==> src/rtl/alu_pkg.sv <==
// Shared ALU definitions: condition codes, NZCV bit positions and the
// result-stage buffer states.
package alu_pkg;

   typedef enum logic [3:0] {
      COND_EQ = 4'd0,  COND_NE = 4'd1,  COND_CS = 4'd2,  COND_CC = 4'd3,
      COND_MI = 4'd4,  COND_PL = 4'd5,  COND_VS = 4'd6,  COND_VC = 4'd7,
      COND_HI = 4'd8,  COND_LS = 4'd9,  COND_GE = 4'd10, COND_LT = 4'd11,
      COND_GT = 4'd12, COND_LE = 4'd13, COND_AL = 4'd14, COND_NV = 4'd15
   } cond_e;

   localparam int unsigned NZCV_N = 3;
   localparam int unsigned NZCV_Z = 2;
   localparam int unsigned NZCV_C = 1;
   localparam int unsigned NZCV_V = 0;

   typedef enum logic [1:0] {
      ST_EMPTY = 2'd0,
      ST_ONE   = 2'd1,
      ST_TWO   = 2'd2
   } state_e;

endpackage

==> src/rtl/alu_result_stage_cond_eval.sv <==
// Combinational condition-code evaluator against a packed {N,Z,C,V} word;
// shared with the branch unit.
module cond_eval
   import alu_pkg::*;
(
   input  logic [3:0] nzcv,
   input  logic [3:0] cond,
   output logic       cond_true
);

   logic n, z, c, v;

   assign n = nzcv[NZCV_N];
   assign z = nzcv[NZCV_Z];
   assign c = nzcv[NZCV_C];
   assign v = nzcv[NZCV_V];

   always_comb begin
      cond_true = 1'b0;
      case (cond_e'(cond))
         COND_EQ: cond_true = z;
         COND_NE: cond_true = ~z;
         COND_CS: cond_true = c;
         COND_CC: cond_true = ~c;
         COND_MI: cond_true = n;
         COND_PL: cond_true = ~n;
         COND_VS: cond_true = v;
         COND_VC: cond_true = ~v;
         COND_HI: cond_true = c & ~z;
         COND_LS: cond_true = ~c | z;
         COND_GE: cond_true = (n == v);
         COND_LT: cond_true = (n != v);
         COND_GT: cond_true = ~z & (n == v);
         COND_LE: cond_true = z | (n != v);
         COND_AL: cond_true = 1'b1;
         COND_NV: cond_true = 1'b0;
         default: cond_true = 1'b0;
      endcase
   end

endmodule

==> src/rtl/alu_result_stage.sv <==
// Registered ALU result stage: 2-entry skid buffer toward writeback plus the
// architectural NZCV register and condition evaluation.
module alu_result_stage
   import alu_pkg::*;
#(
   parameter int unsigned BITS     = 8,
   parameter int unsigned REG_BITS = 4
) (
   input  logic                clk_i,
   input  logic                rst_n_i,
   input  logic                in_valid_i,
   output logic                in_ready_o,
   input  logic [BITS-1:0]     bus_s_i,
   input  logic                flag_c_i,
   input  logic                flag_n_i,
   input  logic                flag_v_i,
   input  logic                flag_z_i,
   input  logic [REG_BITS-1:0] rd_i,
   input  logic                set_flags_i,
   output logic                out_valid_o,
   input  logic                out_ready_i,
   output logic [BITS-1:0]     result_o,
   output logic [REG_BITS-1:0] rd_o,
   output logic [3:0]          nzcv_o,
   input  logic [3:0]          cond_i,
   output logic                cond_true_o
);

   state_e              state_q;
   logic [BITS-1:0]     head_data_q, skid_data_q;
   logic [REG_BITS-1:0] head_rd_q, skid_rd_q;
   logic [3:0]          nzcv_q;
   logic                accept, pop;

   assign in_ready_o  = (state_q != ST_TWO) & rst_n_i;
   assign out_valid_o = (state_q != ST_EMPTY);
   assign accept      = in_valid_i & in_ready_o;
   assign pop         = out_valid_o & out_ready_i;

   assign result_o = head_data_q;
   assign rd_o     = head_rd_q;
   assign nzcv_o   = nzcv_q;

   always_ff @(posedge clk_i) begin
      if (!rst_n_i) begin
         state_q     <= ST_EMPTY;
         head_data_q <= '0;
         head_rd_q   <= '0;
         skid_data_q <= '0;
         skid_rd_q   <= '0;
      end else begin
         case (state_q)
            ST_EMPTY: begin
               if (accept) begin
                  head_data_q <= bus_s_i;
                  head_rd_q   <= rd_i;
                  state_q     <= ST_ONE;
               end
            end
            ST_ONE: begin
               // Accept with pop replaces the head; accept alone parks in skid.
               if (accept && pop) begin
                  head_data_q <= bus_s_i;
                  head_rd_q   <= rd_i;
               end else if (accept) begin
                  skid_data_q <= bus_s_i;
                  skid_rd_q   <= rd_i;
                  state_q     <= ST_TWO;
               end else if (pop) begin
                  state_q     <= ST_EMPTY;
               end
            end
            ST_TWO: begin
               if (pop) begin
                  head_data_q <= skid_data_q;
                  head_rd_q   <= skid_rd_q;
                  state_q     <= ST_ONE;
               end
            end
            default: state_q <= ST_EMPTY;
         endcase
      end
   end

   // Flags commit on acceptance, independent of when writeback drains the entry.
   always_ff @(posedge clk_i) begin
      if (!rst_n_i) begin
         nzcv_q <= '0;
      end else if (accept && set_flags_i) begin
         nzcv_q <= {flag_n_i, flag_z_i, flag_c_i, flag_v_i};
      end
   end

   cond_eval u_cond_eval (
      .nzcv      (nzcv_q),
      .cond      (cond_i),
      .cond_true (cond_true_o)
   );

endmodule

==> config.mk <==
export PLATFORM = sky130hd
export DESIGN_NAME = alu_result_stage
export DESIGN_NICKNAME = d
export VERILOG_FILES = /design/src/rtl/alu_pkg.sv /design/src/rtl/alu_result_stage_cond_eval.sv /design/src/rtl/alu_result_stage.sv
export SDC_FILE = /design/constraint.sdc
export NUM_CORES = 1
export LEC_CHECK = 0
export BUFFER_PORTS_ARGS = -buffer_cell sky130_fd_sc_hd__buf_2
export CAP_MARGIN = 5
export CORE_ASPECT_RATIO = 0.7
export CORE_UTILIZATION = 37
export DETAILED_ROUTE_END_ITERATION = 10
export PLACE_DENSITY = 0.71
export SLEW_MARGIN = 40
export SYNTH_ARGS = -nofsm -noshare
export SYNTH_HDL_FRONTEND = slang
export SYNTH_HIERARCHICAL = 1
export SYNTH_SLANG_ARGS = --single-unit
==> constraint.sdc <==
create_clock -name clk_i -period 3.3 [get_ports clk_i]
set_input_delay 0.33 -clock clk_i [delete_from_list [all_inputs] [get_ports clk_i]]
set_output_delay 0.33 -clock clk_i [all_outputs]
set_load 0.01 [all_outputs]
==> flow_results.org <==
** Status
- The run finished with clean final reports.

** Timing
- Setup repair after global routing left no endpoint under its margin.
- The clock arrives with 0.00873 ns of skew.
- Setup total negative slack on the finished layout was measured at 0 ns.
- Measured against its own limit, the worst slew margin works out to 0.546.
- Minimum clock period after layout :: 2.09 ns
- Total count of hold-check failures in the final report :: 0
- Setup violations remaining at the end of the flow were counted as 0.
- Actual slew at the worst max-slew pin :: 0.680 ns
- Number of pins exceeding their max-slew limit in the final report :: 0
- Dividing the final minimum period by the clock period gives 0.632.
- Timing would allow up to 479 MHz.
- Once routing completed, OpenROAD measured the worst setup slack at 1.21 ns.

** Critical path
- Among the stages of the critical path, the cell type that occurs most often is sky130_fd_sc_hd__xor2_1.
- Crit-path max cell delay :: 0.39 ns
- Depth of the critical timing path with buffers and inverters included :: 6
- Cells along the critical path :: xor2_1, xor2_1, a2111oi_1, a311oi_1, o22ai_1, buf_2
- By startpoint and endpoint, the worst setup path is classified as reg2out.
- Critical path data required time :: 2.97 ns
- Slowest library cell on the worst path :: sky130_fd_sc_hd__a2111oi_1
- Delay-heaviest family, CP :: compound AO/OA/AOI/OAI gates
- The number of cells on the worst reg-to-reg path is 3.
- STA puts the critical path data arrival time at 1.76 ns.
- Along the worst path, the maximum fanout reaches 4.
- Reg-to-reg slack, setup :: 1.21 ns
- STA classifies the critical path startpoint as a flip-flop.
- The worst register-to-register path begins at state_q[1].
- Type of element capturing the critical path :: output port
- Together, buffers and inverters on the worst path number 1.
- The worst register-to-register path ends at result_o[2].

** CTS
- Once the clock tree was built, the resizer swapped 0 gates to a different size.
- Clock buffers created by TritonCTS :: 5
- The clock reaches the later pin of the worst-skew pair after 0.28 ns.
- Maximum level of the CTS H-tree :: 2
- Clock Tree Root :: sky130_fd_sc_hd__clkbuf_8
- Hold-fix buffers, CTS :: 0
- CTS Sinks :: 30
- After clock tree synthesis, the setup repair step added 0 buffers.
- CTS tree :: built
- Clock slew seen by the registers of the worst setup and hold paths :: 0.06 ns
- The longest clock path from root to sink contains 2 buffers.

** Synthesis
- In the synthesized netlist the dominant register cell turns out to be sky130_fd_sc_hd__dfxtp_1.
- A synthesized cell averages 8.84 sq um.
- When the netlist entered floorplanning its net count stood at 199.
- In this run, synthesis produced a sequential element count of 30.
- During synthesis, Yosys emitted a total of 6 warnings.
- Yosys mapped the design onto 35 distinct sky130hd cell types.
- Dominant cell by count in the synthesized netlist :: sky130_fd_sc_hd__dfxtp_1
- For this run, asynchronously set or reset flops after synthesis account for 0.
- The share of synthesized area in the top cell type comes to 0.390.
- Ranked by instance count, the synthesized netlist is headed by sky130_fd_sc_hd__dfxtp_1 (30), sky130_fd_sc_hd__a21oi_1 (20), sky130_fd_sc_hd__mux2i_1 (14), sky130_fd_sc_hd__a211oi_1 (13), sky130_fd_sc_hd__a311oi_1 (13).
- Count of flip-flops with a built-in enable after synthesis :: 0
- Of the synthesized area, sequential elements account for 0.390.
- After synthesis, the cell types taking the most area are sky130_fd_sc_hd__dfxtp_1 (39%), sky130_fd_sc_hd__mux2i_1 (9.1%), sky130_fd_sc_hd__a311oi_1 (7.4%).
- The cell area that synthesis handed to floorplanning was 1540 sq um.
- The largest total area in the synthesized netlist belongs to sky130_fd_sc_hd__dfxtp_1.
- Synthesized instance count :: 174

** Global routing
- GR Layer Usage met3 :: 0.0557
- Largest net degree at the start of global routing :: 30
- First-pass GRT wire length :: 6520 um
- GRT Resource Usage Total :: 0.192
- After global routing the overflow that remains totals 0.
- M2 GR Usage :: 0.261
- Initial antenna violation count :: 0
- Number of global-route vias before repair :: 1351
- Top Usage Layer GRT :: met1
- For this run, global-route usage on met1 was measured as 0.280.

** Job
- Number of violations of the max-capacitance limit :: 0

** Pwr
- Switching power total :: 221 uW
- Fraction of power consumed by sequential logic :: 0.476
- Portion of total power attributed to combinational logic :: 0.152
- For this design the ratio of total power to cell area is 453 nW/um^2.
- The internal power of the cells totals 603 uW.
- Clock power share :: 0.372
- LEAKAGE :: 0.000782 uW
- Across the VDD grid, the largest voltage drop is 223 uV.
- Power Total :: 824 uW
- Of the total power, the share spent switching nets is 0.268.

** Hold path
- The worst hold path terminates at nzcv_o[3].
- Start point of the worst min-delay path :: flag_n_i
- The worst hold path passes through 3 cells.
- The min-delay analysis places its worst path in the category in2reg.

** Finish
- The final layout contains 232 nets.
- For this run, the share of the core covered by cells in the final layout is 0.461.
- After the flow finishes, the layout carries non-filler instances totaling 260.
- Diode count :: 0
- Area growth from synthesis to layout :: 18.3%
- Share of post-route cells with drive strength above 1 :: 0.255

** Place
- Number of instances in the placed design :: 252
- Worst slack at placement :: 1.27 ns
- The count of buffers added on input and output ports is 43.
- HPWL after detailed placement :: 2720 um
- At the end of routability-driven placement, the weighted congestion stood at 0.690.

** Drt
- Summed over all layers, the routed wires come to 3920 um.
- Count of routing violations after the opening detailed-route iteration :: 177
- The detail route stage leaves a number of antenna-violating nets equal to 0.
- For this run, the detailed router's first-pass iteration total came to 4.
- Across all layers, the routed design uses 1468 vias.
- In the routed design, unresolved DRC markers number 0.
- Routed wirelength normalized by instance count :: 15.1 um
- Dividing the detail-routed via count by the number of cells gives 5.65.

** Die
- Die span in x :: 79.1 um
- Area of the die :: 4430 sq um
- For this configuration, the core starts out at a cell density of 0.390.
- After floorplanning, the core was divided into 19 placement rows.
- Core area :: 3950 sq um
- Y dimension of the die :: 56.0 um
- Count of pins on the block boundary :: 44
[through the flow]
step | cell area (sq um) | hold slack, ns
finish | 1820 | 0.304
global route | 1820 | 0.313
floorplan | 1540 | 0.448
CTS | 1820 | 0.299
detailed placement | 1730 | 0.473
global placement | 1730 | 0.467
[registers in the layout, indices dropped and copies added (netlist names)]
register     count
skid_rd_q        4
result_o         8
rd_o             4
skid_data_q      8
nzcv_o           4
state_q          2
[logic make-up (layout without fill, tap and decap cells)]
kind of cell              after synthesis  in the layout  share of synthesized area
DFF                                    30             30                      0.390
and+or+nand+nor                        36             36                      0.133
AOI/OAI and AO/OA                      69             69                      0.290
xor gates and xnor gates                4              4                     0.0228
muxes                                  14             14                     0.0911
buffers and inverters                  21             55                     0.0724
[layout by cell type (no fill, tap or decap)]
cell type,n
sky130_fd_sc_hd__o21ai_1,12
sky130_fd_sc_hd__a311oi_1,13
sky130_fd_sc_hd__clkinv_2,1
sky130_fd_sc_hd__nand4_1,4
sky130_fd_sc_hd__and4b_1,1
sky130_fd_sc_hd__and2_1,1
sky130_fd_sc_hd__inv_2,1
sky130_fd_sc_hd__a21oi_1,20
sky130_fd_sc_hd__o22a_1,1
sky130_fd_sc_hd__nor2b_1,2
sky130_fd_sc_hd__o22ai_1,1
sky130_fd_sc_hd__buf_4,1
sky130_fd_sc_hd__dfxtp_1,30
sky130_fd_sc_hd__a31o_1,1
sky130_fd_sc_hd__a211oi_1,13
sky130_fd_sc_hd__xor2_1,3
sky130_fd_sc_hd__xnor2_1,1
sky130_fd_sc_hd__inv_1,2
sky130_fd_sc_hd__nor3_1,1
sky130_fd_sc_hd__clkbuf_1,1
sky130_fd_sc_hd__nand2_1,2
sky130_fd_sc_hd__a2111oi_1,1
sky130_fd_sc_hd__o21ai_0,5
sky130_fd_sc_hd__clkbuf_8,6
sky130_fd_sc_hd__nand4b_1,1
sky130_fd_sc_hd__o21a_1,1
sky130_fd_sc_hd__nor4b_1,1
sky130_fd_sc_hd__and3b_1,1
sky130_fd_sc_hd__nor2_1,5
sky130_fd_sc_hd__or2_1,1
sky130_fd_sc_hd__nand2b_1,2
sky130_fd_sc_hd__buf_2,43
sky130_fd_sc_hd__nand2b_2,1
sky130_fd_sc_hd__or3b_1,1
sky130_fd_sc_hd__mux2i_1,14
sky130_fd_sc_hd__nand3_1,12
sky130_fd_sc_hd__a2bb2oi_1,1
[worst register-to-register path, cell delays in order (launching register included)]
cell and delay (ns):
sky130_fd_sc_hd__dfxtp_1 0.76, sky130_fd_sc_hd__and3b_1 0.57, sky130_fd_sc_hd__a31o_1 0.48, sky130_fd_sc_hd__a211oi_1 0.15
[power groups by stage]
stage / clock (uW) / combinational, uW / sequential [uW]
5_1_grt: 333 / 140 / 394
3_5_place_dp: 0 / 125 / 400
6_report: 306 / 126 / 392
4_1_cts: 314 / 126 / 392
3_3_place_gp: 0 / 123 / 400
2_1_floorplan: 0 / 74.9 / 404
[worst max path at each step]
stage | from | end | slack, ns
floorplan | nzcv_o[0] | cond_true_o | 1.58
global placement | state_q[1] | rd_o[0] | 1.31
detailed placement | state_q[1] | result_o[2] | 1.27
CTS | nzcv_o[0] | cond_true_o | 1.19
global route | nzcv_o[0] | cond_true_o | 1.02
finish | nzcv_o[3] | cond_true_o | 1.21
[metal layers]
layer | routed length [um] | up-vias
li1 | - | 731
met1 | 1900 | 666
met2 | 1620 | 62
met3 | 335 | 9
met4 | 63 | 0
met5 | 0 | -
[area by class of cell]
type                       instances  area [sq um]
clock inverter                     1          5.00
sequential                        30           601
multi-input combinational        123           830
clock buffer                       7          86.3
fill                             401          2130
timing repair buffer              44           223
tap                               52          65.1
inverter                           3          11.3
No activity file was read; power rests on OpenSTA's default activity.
